<file path="config.mk">
export PLATFORM = sky130hd
export DESIGN_NAME = inst_stream_loader
export DESIGN_NICKNAME = d
export VERILOG_FILES = /design/src/rtl/inst_stream_loader_pkg.sv /design/src/rtl/inst_word_packer.sv /design/src/rtl/inst_stream_loader.sv
export SDC_FILE = /design/constraint.sdc
export NUM_CORES = 1
export LEC_CHECK = 0
export CAP_MARGIN = 10
export CORE_ASPECT_RATIO = 1.25
export CORE_UTILIZATION = 50
export CTS_BUF_LIST = sky130_fd_sc_hd__clkbuf_4
export CTS_CLUSTER_SIZE = 12
export DETAILED_ROUTE_END_ITERATION = 7
export PLACE_DENSITY_LB_ADDON = 0.25
export SYNTH_ARGS = -nofsm -noshare
export SYNTH_HDL_FRONTEND = slang
export SYNTH_SLANG_ARGS = --single-unit
export TNS_END_PERCENT = 5
</file>
<file path="constraint.sdc">
create_clock -name clk -period 10.4 [get_ports clk]
set_input_delay 3.12 -clock clk [delete_from_list [all_inputs] [get_ports clk]]
set_output_delay 3.12 -clock clk [all_outputs]
set_load 0.05 [all_outputs]
</file>
<file path="src/rtl/inst_stream_loader_pkg.sv">
// Shared types and constants for the instruction-RAM stream loader.
// Holds the loader state encoding, the default frame marker and the RAM depth.
package inst_stream_loader_pkg;

    typedef enum logic [2:0] {
        ST_IDLE  = 3'd0,
        ST_LEN   = 3'd1,
        ST_DATA  = 3'd2,
        ST_CSUM  = 3'd3,
        ST_DRAIN = 3'd4,
        ST_ERR   = 3'd5
    } ld_state_t;

    localparam logic [7:0] DEF_HDR_BYTE = 8'hA5;
    localparam int         IMEM_WORDS   = 128;

endpackage

</file>
<file path="src/rtl/inst_word_packer.sv">
// Packs a byte stream into 32-bit words, first byte landing in the MSB.
// word_valid/word are combinational so the caller can register the word on the 4th-byte edge.
module inst_word_packer (
    input  logic        clk,
    input  logic        rst,
    input  logic        clear,
    input  logic        shift_en,
    input  logic [7:0]  byte_in,
    output logic        word_valid,
    output logic [31:0] word
);

    logic [1:0]  byte_idx;
    // Only the first three bytes need storing; the fourth arrives with word_valid.
    logic [23:0] shreg;

    always_ff @(posedge clk or posedge rst) begin
        if (rst) begin
            byte_idx <= 2'd0;
            shreg    <= 24'd0;
        end else if (clear) begin
            byte_idx <= 2'd0;
            shreg    <= 24'd0;
        end else if (shift_en) begin
            byte_idx <= byte_idx + 2'd1;
            shreg    <= {shreg[15:0], byte_in};
        end
    end

    assign word_valid = shift_en && (byte_idx == 2'd3);
    assign word       = {shreg, byte_in};

endmodule

</file>
<file path="src/rtl/inst_stream_loader.sv">
// Byte-serial program image loader driving the instruction-RAM load port.
// Frame: HDR, LEN, 4*N payload bytes, CSUM (XOR of LEN and payload); IWEN holds the core until done.
module inst_stream_loader
    import inst_stream_loader_pkg::*;
#(
    parameter logic [7:0] HDR_BYTE  = DEF_HDR_BYTE,
    parameter int         ADDR_W    = 7,
    parameter int         DRAIN_CYC = 2
) (
    input  logic              clk,
    input  logic              rst,
    input  logic              byte_valid,
    input  logic [7:0]        byte_data,
    output logic              byte_ready,
    output logic              IWEN,
    output logic [ADDR_W-1:0] I_Addr,
    output logic [31:0]       wInst,
    output logic              busy,
    output logic              done,
    output logic              err,
    output logic [2:0]        state_dbg
);

    localparam int WCNT_W = ADDR_W + 1;
    localparam int DCNT_W = $clog2(DRAIN_CYC + 1);

    // Handshake: a byte transfers on every rising edge where byte_valid && byte_ready;
    // byte_data must be stable while byte_valid is high, and byte_ready never depends on byte_valid.

    ld_state_t           state_q, state_d;
    logic [WCNT_W-1:0]   word_cnt_q, word_cnt_d;
    logic [WCNT_W-1:0]   word_idx_q, word_idx_d;
    logic [WCNT_W-1:0]   word_idx_inc;
    logic [7:0]          csum_q, csum_d;
    logic [DCNT_W-1:0]   drain_q, drain_d;
    logic                iwen_d, busy_d, done_d, err_d, ready_d;
    logic [ADDR_W-1:0]   iaddr_d;
    logic [31:0]         winst_d;

    logic                accept;
    logic                pk_clear, pk_shift, pk_word_valid;
    logic [31:0]         pk_word;

    assign accept       = byte_valid && byte_ready;
    assign pk_clear     = accept && (state_q == ST_LEN);
    assign pk_shift     = accept && (state_q == ST_DATA);
    assign word_idx_inc = word_idx_q + WCNT_W'(1);
    assign state_dbg    = state_q;

    inst_word_packer u_packer (
        .clk        (clk),
        .rst        (rst),
        .clear      (pk_clear),
        .shift_en   (pk_shift),
        .byte_in    (byte_data),
        .word_valid (pk_word_valid),
        .word       (pk_word)
    );

    always_comb begin
        state_d    = state_q;
        word_cnt_d = word_cnt_q;
        word_idx_d = word_idx_q;
        csum_d     = csum_q;
        drain_d    = drain_q;
        iwen_d     = IWEN;
        busy_d     = busy;
        done_d     = 1'b0;
        err_d      = err;
        iaddr_d    = I_Addr;
        winst_d    = wInst;

        case (state_q)
            ST_IDLE, ST_ERR: begin
                if (accept && (byte_data == HDR_BYTE)) begin
                    state_d = ST_LEN;
                    iwen_d  = 1'b1;
                    busy_d  = 1'b1;
                    err_d   = 1'b0;
                end
            end
            ST_LEN: begin
                if (accept) begin
                    // LEN of zero encodes a full-RAM image.
                    word_cnt_d = (byte_data == 8'd0) ? WCNT_W'(IMEM_WORDS) : WCNT_W'(byte_data);
                    word_idx_d = '0;
                    csum_d     = byte_data;
                    state_d    = ST_DATA;
                end
            end
            ST_DATA: begin
                if (accept) begin
                    csum_d = csum_q ^ byte_data;
                    if (pk_word_valid) begin
                        winst_d    = pk_word;
                        iaddr_d    = word_idx_q[ADDR_W-1:0];
                        word_idx_d = word_idx_inc;
                        if (word_idx_inc == word_cnt_q) begin
                            state_d = ST_CSUM;
                        end
                    end
                end
            end
            ST_CSUM: begin
                if (accept) begin
                    if (byte_data == csum_q) begin
                        state_d = ST_DRAIN;
                        drain_d = '0;
                    end else begin
                        state_d = ST_ERR;
                        err_d   = 1'b1;
                        busy_d  = 1'b0;
                    end
                end
            end
            ST_DRAIN: begin
                // Keep IWEN up long enough for the RAM to commit the final word.
                if (drain_q == DCNT_W'(DRAIN_CYC - 1)) begin
                    state_d = ST_IDLE;
                    iwen_d  = 1'b0;
                    busy_d  = 1'b0;
                    done_d  = 1'b1;
                end else begin
                    drain_d = drain_q + DCNT_W'(1);
                end
            end
            default: begin
                state_d = ST_IDLE;
                iwen_d  = 1'b0;
                busy_d  = 1'b0;
            end
        endcase

        ready_d = (state_d != ST_DRAIN);
    end

    always_ff @(posedge clk or posedge rst) begin
        if (rst) begin
            state_q    <= ST_IDLE;
            word_cnt_q <= '0;
            word_idx_q <= '0;
            csum_q     <= 8'd0;
            drain_q    <= '0;
            IWEN       <= 1'b0;
            I_Addr     <= '0;
            wInst      <= 32'd0;
            busy       <= 1'b0;
            done       <= 1'b0;
            err        <= 1'b0;
            byte_ready <= 1'b1;
        end else begin
            state_q    <= state_d;
            word_cnt_q <= word_cnt_d;
            word_idx_q <= word_idx_d;
            csum_q     <= csum_d;
            drain_q    <= drain_d;
            IWEN       <= iwen_d;
            I_Addr     <= iaddr_d;
            wInst      <= winst_d;
            busy       <= busy_d;
            done       <= done_d;
            err        <= err_d;
            byte_ready <= ready_d;
        end
    end

endmodule

</file>
==> run summary <==
The via count of the first global-routing pass was 3115. The library cell contributing the largest single delay on the critical path was sky130_fd_sc_hd__clkdlybuf4s50_1. The fraction of final layout cells with drive strength greater than 1 was 16.82%; the number of warnings issued by yosys was 0. The tools report the leakage power figure as 0.002340 uW. Headroom to the max-slew limit came out at 27.84%. Counting flops and latches in the post-synthesis netlist gives 99.

0 antenna diodes ended up in the layout. The number of buffers inserted to repair setup after CTS is 0. The overall power after layout was 1476 uW. The dominant synthesized flop cell was sky130_fd_sc_hd__dfrtp_1. Sequential elements use 54.74% of the synthesized area. The combined buffer and inverter count along the critical path was 1.

After synthesis, the cell types taking the most area are sky130_fd_sc_hd__dfrtp_1 54%, sky130_fd_sc_hd__mux2_2 9.7%, sky130_fd_sc_hd__a22o_1 4.8%. After detailed routing, the average wire length per cell comes to 16.49 um. Yosys mapped a number of flops with a built-in enable equal to 0. The signal on the critical path passes through clkdlybuf4s50_1. The number of placed cells counting well taps is 544, and the count of buffers inserted at the top-level ports is 57. The longest clock path from root to sink contains 2 buffers. STA classifies the critical path startpoint as a flop.

Detailed routing inserted a total of 3154 vias. The die is 87.12 um wide. Of all nets on the critical path, the largest fanout is 18. In this design, the largest share of critical-path delay is due to buffers and inverters. Summed over all nets, the half-perimeter wirelength after detailed placement is 6114 um. The die is 108.4 um tall. Wires add up to 9237 um.

The number of clock buffers added by TritonCTS is 9. At the later pin of the worst-skew pair, clock insertion delay measures 470 ps. At the pin with the least slew margin, the transition time is 1079 ps. After synthesis, the netlist uses 52 different library cells. The logs give 0 for the global route total overflow and 409 for the net count after synthesis.

The number of hold buffers added after cts is 0. In this run the cell area of the synthesized design comes to 4528 sq um. The number of gates resized after CTS was 0. Counting flops with an async set or reset pin after synthesis yields a share of 100.0%.

The area of the core is 8748 sq um, and the shortest period the worst path allows is 5322 ps. The total of endpoints with negative setup slack in the final report is 0, and the final period utilization is 51.18%. The total count of max-transition violations in the final report was 0; the layout-stage area growth over the synthesis result was 15.47%.

Summing all non-filler instances in the final layout gives an area of 5229 sq um. Row generation in the floorplan step produced 38 rows. The logs give 0 ps for the post-route setup TNS and 85 for the maximum number of pins on one net before global-route repair. The top cell type by area accounts for 54.16% of the synthesized area. The number of antenna violations at the first check in global routing came out at 0. The library cell with the largest summed area after synthesis was sky130_fd_sc_hd__dfrtp_1. The number of remaining DRC errors was 0; the clock-pin slew reported for the worst setup and hold paths after clock tree synthesis was 150 ps.

At the end of the flow, the number of nets in the layout was 449. STA classifies the critical path endpoint as a primary output. The run finished with clean final reports.

IR analysis of the VDD net gives a maximum drop of 0.1664 mV. The first global-routing pass estimated 15590 um of wire. The floorplan step defined a die boundary enclosing 9443 sq um. The count of final hold-check violations is 0.

58 I/O pins were placed. Derived from the worst setup path, the maximum achievable clock frequency is 187.9 MHz. The count of nets left with antenna violations after detail routing came out at 0. Power spread over the standard cell area amounts to 282.4 nW/um^2. In the routed layout, each cell is associated on average with a via count of 5.632.

The tree is rooted in a sky130_fd_sc_hd__clkbuf_4. The logs give 7280 ps for the critical path data required time and 395 for the synthesized instance count. The critical path data arrival time was 2200 ps; the final cell count without fillers was 560. Across every metal layer, demand over resource in global routing totals 21.93%. After detailed placement, the total cell area comes to 5110 sq um. TritonCTS built the clock tree. The path class of the tightest hold or removal check is reg -> reg. The average cell area after synthesis was 11.46 sq um. The initial utilization of the core area, before any placement, comes to 51.76%.

The depth of the CTS H-tree came out at 3. Max-cap violations in this run came to 0. The smallest hold slack is 515.8 ps, and the clock sink total is 99. The first detailed-routing pass took 4 iterations.

The kind of critical path was reg -> out. Setup repair after global routing left no endpoint under its margin. For the weighted congestion at the end of routability-driven global placement, the log shows 0.8437. The worst clock skew is 12.87 ps, and the peak per-stage delay on the critical path is 930 ps. The detailed router finished its first iteration with 240 violations.
==> per-stage QoR <==
stage | util, % | worst slack (ps)
after detailed placement | 58.41 | 4767
after global routing | 59.77 | 5008
after global placement | 58.41 | 4919
after floorplan | - | 4691
final | 59.77 | 5078
after CTS | 59.77 | 5056
==> placed cells by master (no fill, tap or decap), types with 4 or more instances in the layout <==
cell,count
sky130_fd_sc_hd__dfrtp_1,98
sky130_fd_sc_hd__clkdlybuf4s50_1,57
sky130_fd_sc_hd__nand2_1,40
sky130_fd_sc_hd__mux2_2,39
sky130_fd_sc_hd__a22o_1,25
sky130_fd_sc_hd__nor2_1,18
sky130_fd_sc_hd__o21ai_0,16
sky130_fd_sc_hd__a21oi_1,14
sky130_fd_sc_hd__xor2_1,12
sky130_fd_sc_hd__o22ai_1,10
sky130_fd_sc_hd__xnor2_1,10
sky130_fd_sc_hd__nand3_1,9
sky130_fd_sc_hd__clkbuf_4,9
sky130_fd_sc_hd__a211oi_1,8
sky130_fd_sc_hd__nor3_1,6
sky130_fd_sc_hd__inv_1,5
sky130_fd_sc_hd__and2_1,4
==> metal layers <==
layer	up-vias	GRT usage, %	part of all wire (%)
li1	1486	-	-
met1	1573	29.85	45
met2	84	33.91	49
met3	11	4.733	4.3
met4	0	9.485	1.7
met5	-	0	0
==> cells by family (layout without fill, tap and decap cells) <==
kind of cell	Yosys count	in the layout	share of synthesized area [%]
AOI/OAI and AO/OA	90	90	14.34
xor gates and xnor gates	22	22	4.255
adders and majority gates	3	3	0.8290
buffers and inverters	37	82	4.034
DFF	99	99	54.74
muxes	40	40	9.920
and+or+nand+nor	104	104	11.88
==> cell type report <==
cell class / instances / area (sq um)
timing repair buffer: 59 / 585.6
inverter: 7 / 28.78
sequential: 99 / 2479
fill: 768 / 3520
multi-input combinational: 259 / 1867
clock buffer: 9 / 67.56
clock inverter: 7 / 51.30
tap: 120 / 150.1
==> sequential cells by signal, indices dropped and copies added, names as in the netlist <==
register           count
I_Addr                 7
word_idx_q             8
u_packer.byte_idx      2
wInst                 32
byte_ready             1
state_dbg              3
err                    1
IWEN                   1
drain_q                2
u_packer.shreg        24
csum_q                 8
busy                   1
word_cnt_q             8
done                   1
==> final timing paths <==
| check | from | cells past startpoint | to | slack (ps) |
|---|---|---|---|---|
| worst max-delay path | state_dbg[1] | 1 | state_dbg[1] | 5080 |
| worst min register to register | u_packer.shreg[22] | 1 | u_packer.shreg[22] | 520 |
| min in group asynchronous | rst | 2 | word_idx_q[5] | 2900 |
| worst max register to register | state_dbg[1] | 4 | u_packer.shreg[23] | 7470 |
| worst min-delay path | u_packer.shreg[22] | 1 | u_packer.shreg[22] | 520 |
| max in group asynchronous | rst | 3 | u_packer.shreg[4] | 6230 |
==> cell usage after synthesis, drive strengths merged, types with 2 or more instances <==
master,count
buf,22
dfrtp,98
a22o,25
o21ai,18
a211oi,8
and3,4
xnor2,10
clkbuf,8
nor2b,3
nor2,20
a21oi,16
and2,4
nor3b,2
nand2b,3
o21a,2
ha,3
o31ai,3
nand2,41
inv,7
xor2,12
nand3,9
a31oi,3
mux2,39
nor4,5
or3,2
o22ai,10
nor3,8
==> where the power goes <==
part | total (uW) | switching, uW | leakage [uW] | internal, uW
Clock | 184 | 133 | 0.0000680 | 50.8
Combinational | 650 | 385 | 0.000983 | 265
Sequential | 643 | 121 | 0.00129 | 522
Total | 1480 | 639 | 0.00234 | 837
No activity file was read; power rests on OpenSTA's default activity.
